<file path="src/rtl/keypad_dac_entry_if.sv">
// Keypad / DAC-setpoint signal bundle between the keypad entry block and its host.
// The slave side is the entry block; the master side owns the keypad rows and the clear.
interface keypad_dac_entry_if;
    logic [3:0] key_row;
    logic       dac_clr;
    logic [3:0] key_col;
    logic [3:0] key_code;
    logic       key_valid;
    logic       key_pressed;
    logic [7:0] dac_val;

    modport master (
        output key_row, dac_clr,
        input  key_col, key_code, key_valid, key_pressed, dac_val
    );

    modport slave (
        input  key_row, dac_clr,
        output key_col, key_code, key_valid, key_pressed, dac_val
    );
endinterface

</file>
<file path="src/rtl/keypad_dac_entry.sv">
// 4x4 hex keypad scanner with frame-based debounce; each accepted key is shifted
// into an 8-bit DAC setpoint as the new low nibble.
module keypad_dac_entry #(
    parameter int SCAN_CLK       = 100000,
    parameter int DEBOUNCE_SCANS = 4
) (
    input logic              clk,
    input logic              rst,
    keypad_dac_entry_if.slave kp
);
    localparam int DW = $clog2(SCAN_CLK + 1);

    typedef enum logic [1:0] {IDLE, DEBOUNCE, HELD, RELEASE} state_t;

    // hits saturates at 2: 0 = none, 1 = single, 2 = multi
    typedef struct packed {
        logic [1:0] hits;
        logic [3:0] code;
    } frame_acc_t;

    logic [3:0]    row_s1, row_s2;
    logic [DW-1:0] dwell;
    logic [1:0]    col;
    frame_acc_t    acc, base, tot;
    logic [2:0]    n_lo;
    logic [1:0]    row_idx;
    logic          sample, frame_end, f_none, f_single;

    state_t     state, state_nxt;
    logic [3:0] cnt, cnt_nxt, cnt_inc, cand, cand_nxt;
    logic       accept;

    logic [3:0] key_code_r;
    logic       key_valid_r, key_pressed_r;
    logic [7:0] dac_val_r;

    assign sample    = (dwell == DW'(SCAN_CLK));
    assign frame_end = sample && (col == 2'd3);
    assign f_none    = (tot.hits == 2'd0);
    assign f_single  = (tot.hits == 2'd1);
    assign cnt_inc   = cnt + 4'd1;

    // Fold this column's sample into the running frame; column 0 starts a fresh frame.
    always_comb begin
        base    = (col == 2'd0) ? '0 : acc;
        n_lo    = '0;
        row_idx = '0;
        for (int r = 3; r >= 0; r--) begin
            if (!row_s2[r]) begin
                n_lo    = n_lo + 3'd1;
                row_idx = 2'(r);
            end
        end
        tot = base;
        if (n_lo != 3'd0) begin
            if (base.hits == 2'd0 && n_lo == 3'd1) begin
                tot.hits = 2'd1;
                tot.code = {row_idx, col};
            end else begin
                tot.hits = 2'd2;
            end
        end
    end

    always_ff @(posedge clk or negedge rst) begin
        if (!rst) begin
            row_s1 <= 4'hF;
            row_s2 <= 4'hF;
            dwell  <= '0;
            col    <= '0;
            acc    <= '0;
        end else begin
            row_s1 <= kp.key_row;
            row_s2 <= row_s1;
            if (sample) begin
                dwell <= '0;
                col   <= col + 2'd1;
                acc   <= tot;
            end else begin
                dwell <= dwell + DW'(1);
            end
        end
    end

    assign kp.key_col = ~(4'b0001 << col);

    always_comb begin
        state_nxt = state;
        cnt_nxt   = cnt;
        cand_nxt  = cand;
        accept    = 1'b0;
        if (frame_end) begin
            case (state)
                IDLE: if (f_single) begin
                    cand_nxt = tot.code;
                    if (DEBOUNCE_SCANS == 1) begin
                        accept    = 1'b1;
                        state_nxt = HELD;
                        cnt_nxt   = '0;
                    end else begin
                        state_nxt = DEBOUNCE;
                        cnt_nxt   = 4'd1;
                    end
                end
                DEBOUNCE: if (f_single && tot.code == cand) begin
                    if (cnt_inc >= 4'(DEBOUNCE_SCANS)) begin
                        accept    = 1'b1;
                        state_nxt = HELD;
                        cnt_nxt   = '0;
                    end else begin
                        cnt_nxt = cnt_inc;
                    end
                end else begin
                    state_nxt = IDLE;
                    cnt_nxt   = '0;
                end
                // A multi-key frame still counts as "key down" once a key is held.
                HELD: if (f_none) begin
                    if (DEBOUNCE_SCANS == 1) begin
                        state_nxt = IDLE;
                        cnt_nxt   = '0;
                    end else begin
                        state_nxt = RELEASE;
                        cnt_nxt   = 4'd1;
                    end
                end
                RELEASE: if (f_none) begin
                    if (cnt_inc >= 4'(DEBOUNCE_SCANS)) begin
                        state_nxt = IDLE;
                        cnt_nxt   = '0;
                    end else begin
                        cnt_nxt = cnt_inc;
                    end
                end else begin
                    state_nxt = HELD;
                    cnt_nxt   = '0;
                end
                default: begin
                    state_nxt = IDLE;
                    cnt_nxt   = '0;
                end
            endcase
        end
    end

    always_ff @(posedge clk or negedge rst) begin
        if (!rst) begin
            state         <= IDLE;
            cnt           <= '0;
            cand          <= '0;
            key_code_r    <= '0;
            key_valid_r   <= 1'b0;
            key_pressed_r <= 1'b0;
            dac_val_r     <= '0;
        end else begin
            state         <= state_nxt;
            cnt           <= cnt_nxt;
            cand          <= cand_nxt;
            key_valid_r   <= accept;
            key_pressed_r <= (state_nxt == HELD) || (state_nxt == RELEASE);
            if (accept) key_code_r <= cand_nxt;
            // Clear takes priority over a coincident accept.
            if (kp.dac_clr)   dac_val_r <= '0;
            else if (accept)  dac_val_r <= {dac_val_r[3:0], cand_nxt};
        end
    end

    assign kp.key_code    = key_code_r;
    assign kp.key_valid   = key_valid_r;
    assign kp.key_pressed = key_pressed_r;
    assign kp.dac_val     = dac_val_r;
endmodule

</file>
<file path="src/flat_wrapper.sv">
// flat-port wrapper written by rule: the top's interface ports become plain ports
module keypad_dac_entry_flat 
#(
    parameter int SCAN_CLK       = 100000,
    parameter int DEBOUNCE_SCANS = 4
)
  (clk, rst, kp_key_row, kp_dac_clr, kp_key_col, kp_key_code, kp_key_valid, kp_key_pressed, kp_dac_val);
  keypad_dac_entry_if kp_i ();
  input logic clk;
  input logic rst;
  input wire logic [$bits(kp_i.key_row)-1:0] kp_key_row;
  input wire logic [$bits(kp_i.dac_clr)-1:0] kp_dac_clr;
  output wire logic [$bits(kp_i.key_col)-1:0] kp_key_col;
  output wire logic [$bits(kp_i.key_code)-1:0] kp_key_code;
  output wire logic [$bits(kp_i.key_valid)-1:0] kp_key_valid;
  output wire logic [$bits(kp_i.key_pressed)-1:0] kp_key_pressed;
  output wire logic [$bits(kp_i.dac_val)-1:0] kp_dac_val;
  assign kp_i.key_row = kp_key_row;
  assign kp_i.dac_clr = kp_dac_clr;
  assign kp_key_col = kp_i.key_col;
  assign kp_key_code = kp_i.key_code;
  assign kp_key_valid = kp_i.key_valid;
  assign kp_key_pressed = kp_i.key_pressed;
  assign kp_dac_val = kp_i.dac_val;
  keypad_dac_entry #(.SCAN_CLK(SCAN_CLK), .DEBOUNCE_SCANS(DEBOUNCE_SCANS)) u_core (.clk(clk), .rst(rst), .kp(kp_i));
endmodule
</file>
<file path="config.mk">
export PLATFORM = sky130hd
export DESIGN_NAME = keypad_dac_entry_flat
export DESIGN_NICKNAME = d
export VERILOG_FILES = /design/src/rtl/keypad_dac_entry_if.sv /design/src/rtl/keypad_dac_entry.sv /design/src/flat_wrapper.sv
export SDC_FILE = /design/constraint.sdc
export NUM_CORES = 1
export LEC_CHECK = 0
export ABC_AREA = 1
export BUFFER_PORTS_ARGS = -buffer_cell sky130_fd_sc_hd__buf_2
export CAP_MARGIN = 10
export CORE_MARGIN = 1.5
export CORE_UTILIZATION = 59
export DETAILED_ROUTE_END_ITERATION = 16
export HOLD_SLACK_MARGIN = 0.03
export MAX_ROUTING_LAYER = met4
export PLACE_DENSITY = 0.9
export SLEW_MARGIN = 20
export SYNTH_ARGS = -nofsm -noshare
export SYNTH_HDL_FRONTEND = slang
export SYNTH_SLANG_ARGS = --single-unit
</file>
<file path="constraint.sdc">
create_clock -name clk -period 3.95 [get_ports clk]
set_input_delay 0.5925 -clock clk [delete_from_list [all_inputs] [get_ports clk]]
set_output_delay 0.5925 -clock clk [all_outputs]
set_load 0.1 [all_outputs]
</file>
==> out/metrics.cfg <==
[clock_tree]
path_clk_slew_ns = 0.07
cts_made_buffers = 9
cts_resized = 0
clk_latency_ns = 0.34
postCtsHoldBufs = 0
cts_tree = yes
cts_sinks = 57
cts_max_level = 3
cts-root-buf = clkbuf_8
cts_max_path_buffers = 2
postCtsSetupBuffers = 0

[final_layout]
n_antenna_cell = 0
syn_to_final_growth_pct = 12.5
final_util = 0.703
num-nets-final = 434
drive_above_1_share = 0.157
final_cells = 487
fillers = 372

[power]
power_density_nw_per_um2 = 352
power_leakage_uw = 0.00187
ir_drop_uv = 304
finalPower_uw = 1200

[synth]
synth_flop_cell = dfrtp_1
synth_fp_nets = 401
synth_edf_count = 0
syn_inst = 382
synth_seq_cells = 57
async_flop_share = 1.00
synth-seq-area-share = 0.474
yosysUniqueCellTypes = 30
ys_warn_count = 0
synth_area_per_cell_um2 = 7.93
synth_area_um2 = 3030

[die]
start_util = 0.625
die_w_um = 74.7
num_rows = 25
die_y_um = 74.7
ioPinCount = 25
dieArea_um2 = 5570
core_area_um2 = 4850

[global_routing]
grt_max_degree = 49
track_usage = 0.261
grt_antenna_before_repair = 0
grt_pass1_wl_um = 10500
grt.overflow.total = 0
grt_pass1_vias = 2401

[worst_setup_path]
rrSetupSlack_ns = 0.70
cp_max_fo = 19
r2r_end = u_core.kp.dac_val[5]
reg2reg_from = u_core.row_s2[2]
worstSetupPathType = flip-flop to flip-flop
required_ns = 4.22
cp-startpoint = u_core.row_s2[2]
startpoint_type = flip-flop
worstPathArrival_ns = 3.52
reg2regPathDepth = 20
cp-end-kind = flip-flop

[routing]
num_vias = 2580
wl_um = 6240
wl_per_cell_um = 12.8
route.detailed.drc = 0
first_pass_iters = 6
drt_iter0_drc = 162
via_per_inst = 5.30
ant_nets = 0

[worst_hold_path]
hp-class = input pin to asynchronous set/reset pin

[sta]
fmax_mhz = 308
post-route-min-period_ns = 3.25
finalHoldViolCount = 0
finalMaxSlewViolations = 0
finalSetupViolCount = 0
fin_skew_ns = 0.0104
period_share = 0.822
setup_tns_ns = 0
rsz0062_at_grt = no
worst_pin_slew_ns = 0.595
slew_headroom = 0.601

[place]
dp.cells = 471
io_buffers = 24
dp_hpwl_um = 4310
gp_congestion = 0.866

[job]
max_cap_violations = 0

[status]
status = completed

==> cell families (layout without fill, tap and decap cells) <==
logic type,after synthesis,after routing,share of synthesized area
buffers and inverters,70,108,0.0892
adders and majority gates,12,12,0.0495
xor gates and xnor gates,4,4,0.0116
AOI/OAI and AO/OA,39,39,0.0723
DFF,57,57,0.474
and+or+nand+nor,200,200,0.303
==> worst max-delay path by stage <==
stage,depth (start not counted),end,slack [ns]
final,20,u_core.kp.dac_val[5],0.70
after global placement,18,u_core.kp.dac_val[5],0.85
after global routing,22,u_core.kp.dac_val[1],0.51
after CTS,20,u_core.kp.dac_val[1],0.75
after floorplan,18,u_core.kp.dac_val[2],1.13
after detailed placement,22,u_core.kp.dac_val[0],0.79
==> cell usage after synthesis (2+ instances only) <==
cell type	n	area (µm²)
nor2_8	2	40.0
nand4_1	5	31.3
nand3b_1	3	22.5
nor3_1	9	45.0
dfrtp_1	49	1230
inv_2	3	11.3
o21ai_0	17	85.1
o21ai_1	8	40.0
nand2_2	7	43.8
nand3_1	31	155
nand2_4	2	22.5
ha_1	12	150
clkinv_1	2	7.51
inv_1	62	233
clkbuf_1	2	7.51
a21oi_1	8	40.0
xor2_1	4	35.0
nor2_1	36	135
nand2_1	101	379
o31ai_1	2	15.0
dfstp_2	8	210
==> critical path: stages (launching register included) <==
cell,delay (ns)
dfstp_2,0.56
inv_1,0.05
ha_1,0.34
inv_1,0.08
nand2_1,0.07
nand2_2,0.08
inv_1,0.04
ha_1,0.20
inv_1,0.07
nor2_1,0.04
nand2_1,0.08
nand2_2,0.09
nor2_8,0.18
nand3_1,0.14
nand2_1,0.15
nand2_1,0.11
a21oi_4,0.22
nand4_4,0.28
nand2_2,0.26
nand2_1,0.08
nand2_1,0.07
==> placed cells by master, fill, tap and decap left out <==
master,synthesis,layout
nand2_1,101,101
inv_1,62,62
dfrtp_1,49,49
nor2_1,36,36
nand3_1,31,31
buf_2,0,23
o21ai_0,17,17
ha_1,12,12
clkbuf_8,0,12
nor3_1,9,9
a21oi_1,8,8
o21ai_1,8,8
dfstp_2,8,8
nand2_2,7,7
nand4_1,5,5
xor2_1,4,4
inv_2,3,3
nand3b_1,3,3
clkinv_2,0,3
nand2_4,2,2
nor2_8,2,2
o31ai_1,2,2
clkinv_1,2,2
buf_4,0,2
and2_1,1,1
nor2_4,1,1
o21ai_2,1,1
a21oi_4,1,1
nand4_4,1,1
nor4_1,1,1
a211oi_1,1,1
a31oi_1,1,1
clkbuf_1,2,1
==> layout make-up <==
| cell class | count | area, µm² | area share |
|---|---|---|---|
| clock buffer | 13 | 169 | 0.0495 |
| clock inverter | 3 | 15.0 | 0.00440 |
| inverter | 67 | 251 | 0.0738 |
| multi-input combinational | 255 | 1320 | 0.388 |
| sequential | 57 | 1440 | 0.421 |
| tap | 67 | 83.8 | 0.0246 |
| timing repair buffer | 25 | 130 | 0.0382 |
==> per-layer routing <==
metal / wire length (µm) / share of wire / up-vias / track usage
li1: - / - / 1267 / -
met1: 2650 / 0.43 / 1208 / 0.314
met2: 3110 / 0.50 / 90 / 0.415
met3: 322 / 0.052 / 15 / 0.0629
met4: 147 / 0.024 / 0 / 0.123
met5: 0 / 0 / - / -
==> flip-flops by register name, summed over array words and instances (netlist names), 4 cells and up <==
| signal | count |
|---|---|
| u_core.row_s2 | 4 |
| u_core.acc | 6 |
| u_core.cnt | 4 |
| u_core.dwell | 17 |
| u_core.kp.dac_val | 8 |
| u_core.kp.key_code | 4 |
| u_core.cand | 4 |
| u_core.row_s1 | 4 |
==> where the power goes <==
| group | switching [µW] | internal [µW] | total (µW) |
|---|---|---|---|
| sequential | 3.01 | 591 | 594 |
| clock | 228 | 276 | 504 |
| combinational | 73.4 | 29.0 | 102 |
==> through the flow <==
| stage | setup slack, ns | area [µm²] | hold slack, ns |
|---|---|---|---|
| finish | 0.703 | 3410 | 0.248 |
| global route | 0.514 | 3410 | 0.305 |
| CTS | 0.754 | 3410 | 0.334 |
| detailed placement | 0.792 | 3220 | 0.348 |
| global placement | 0.850 | 3220 | 0.346 |
| floorplan | 1.13 | 3030 | 0.297 |
Power figures use the tool's default switching activity.
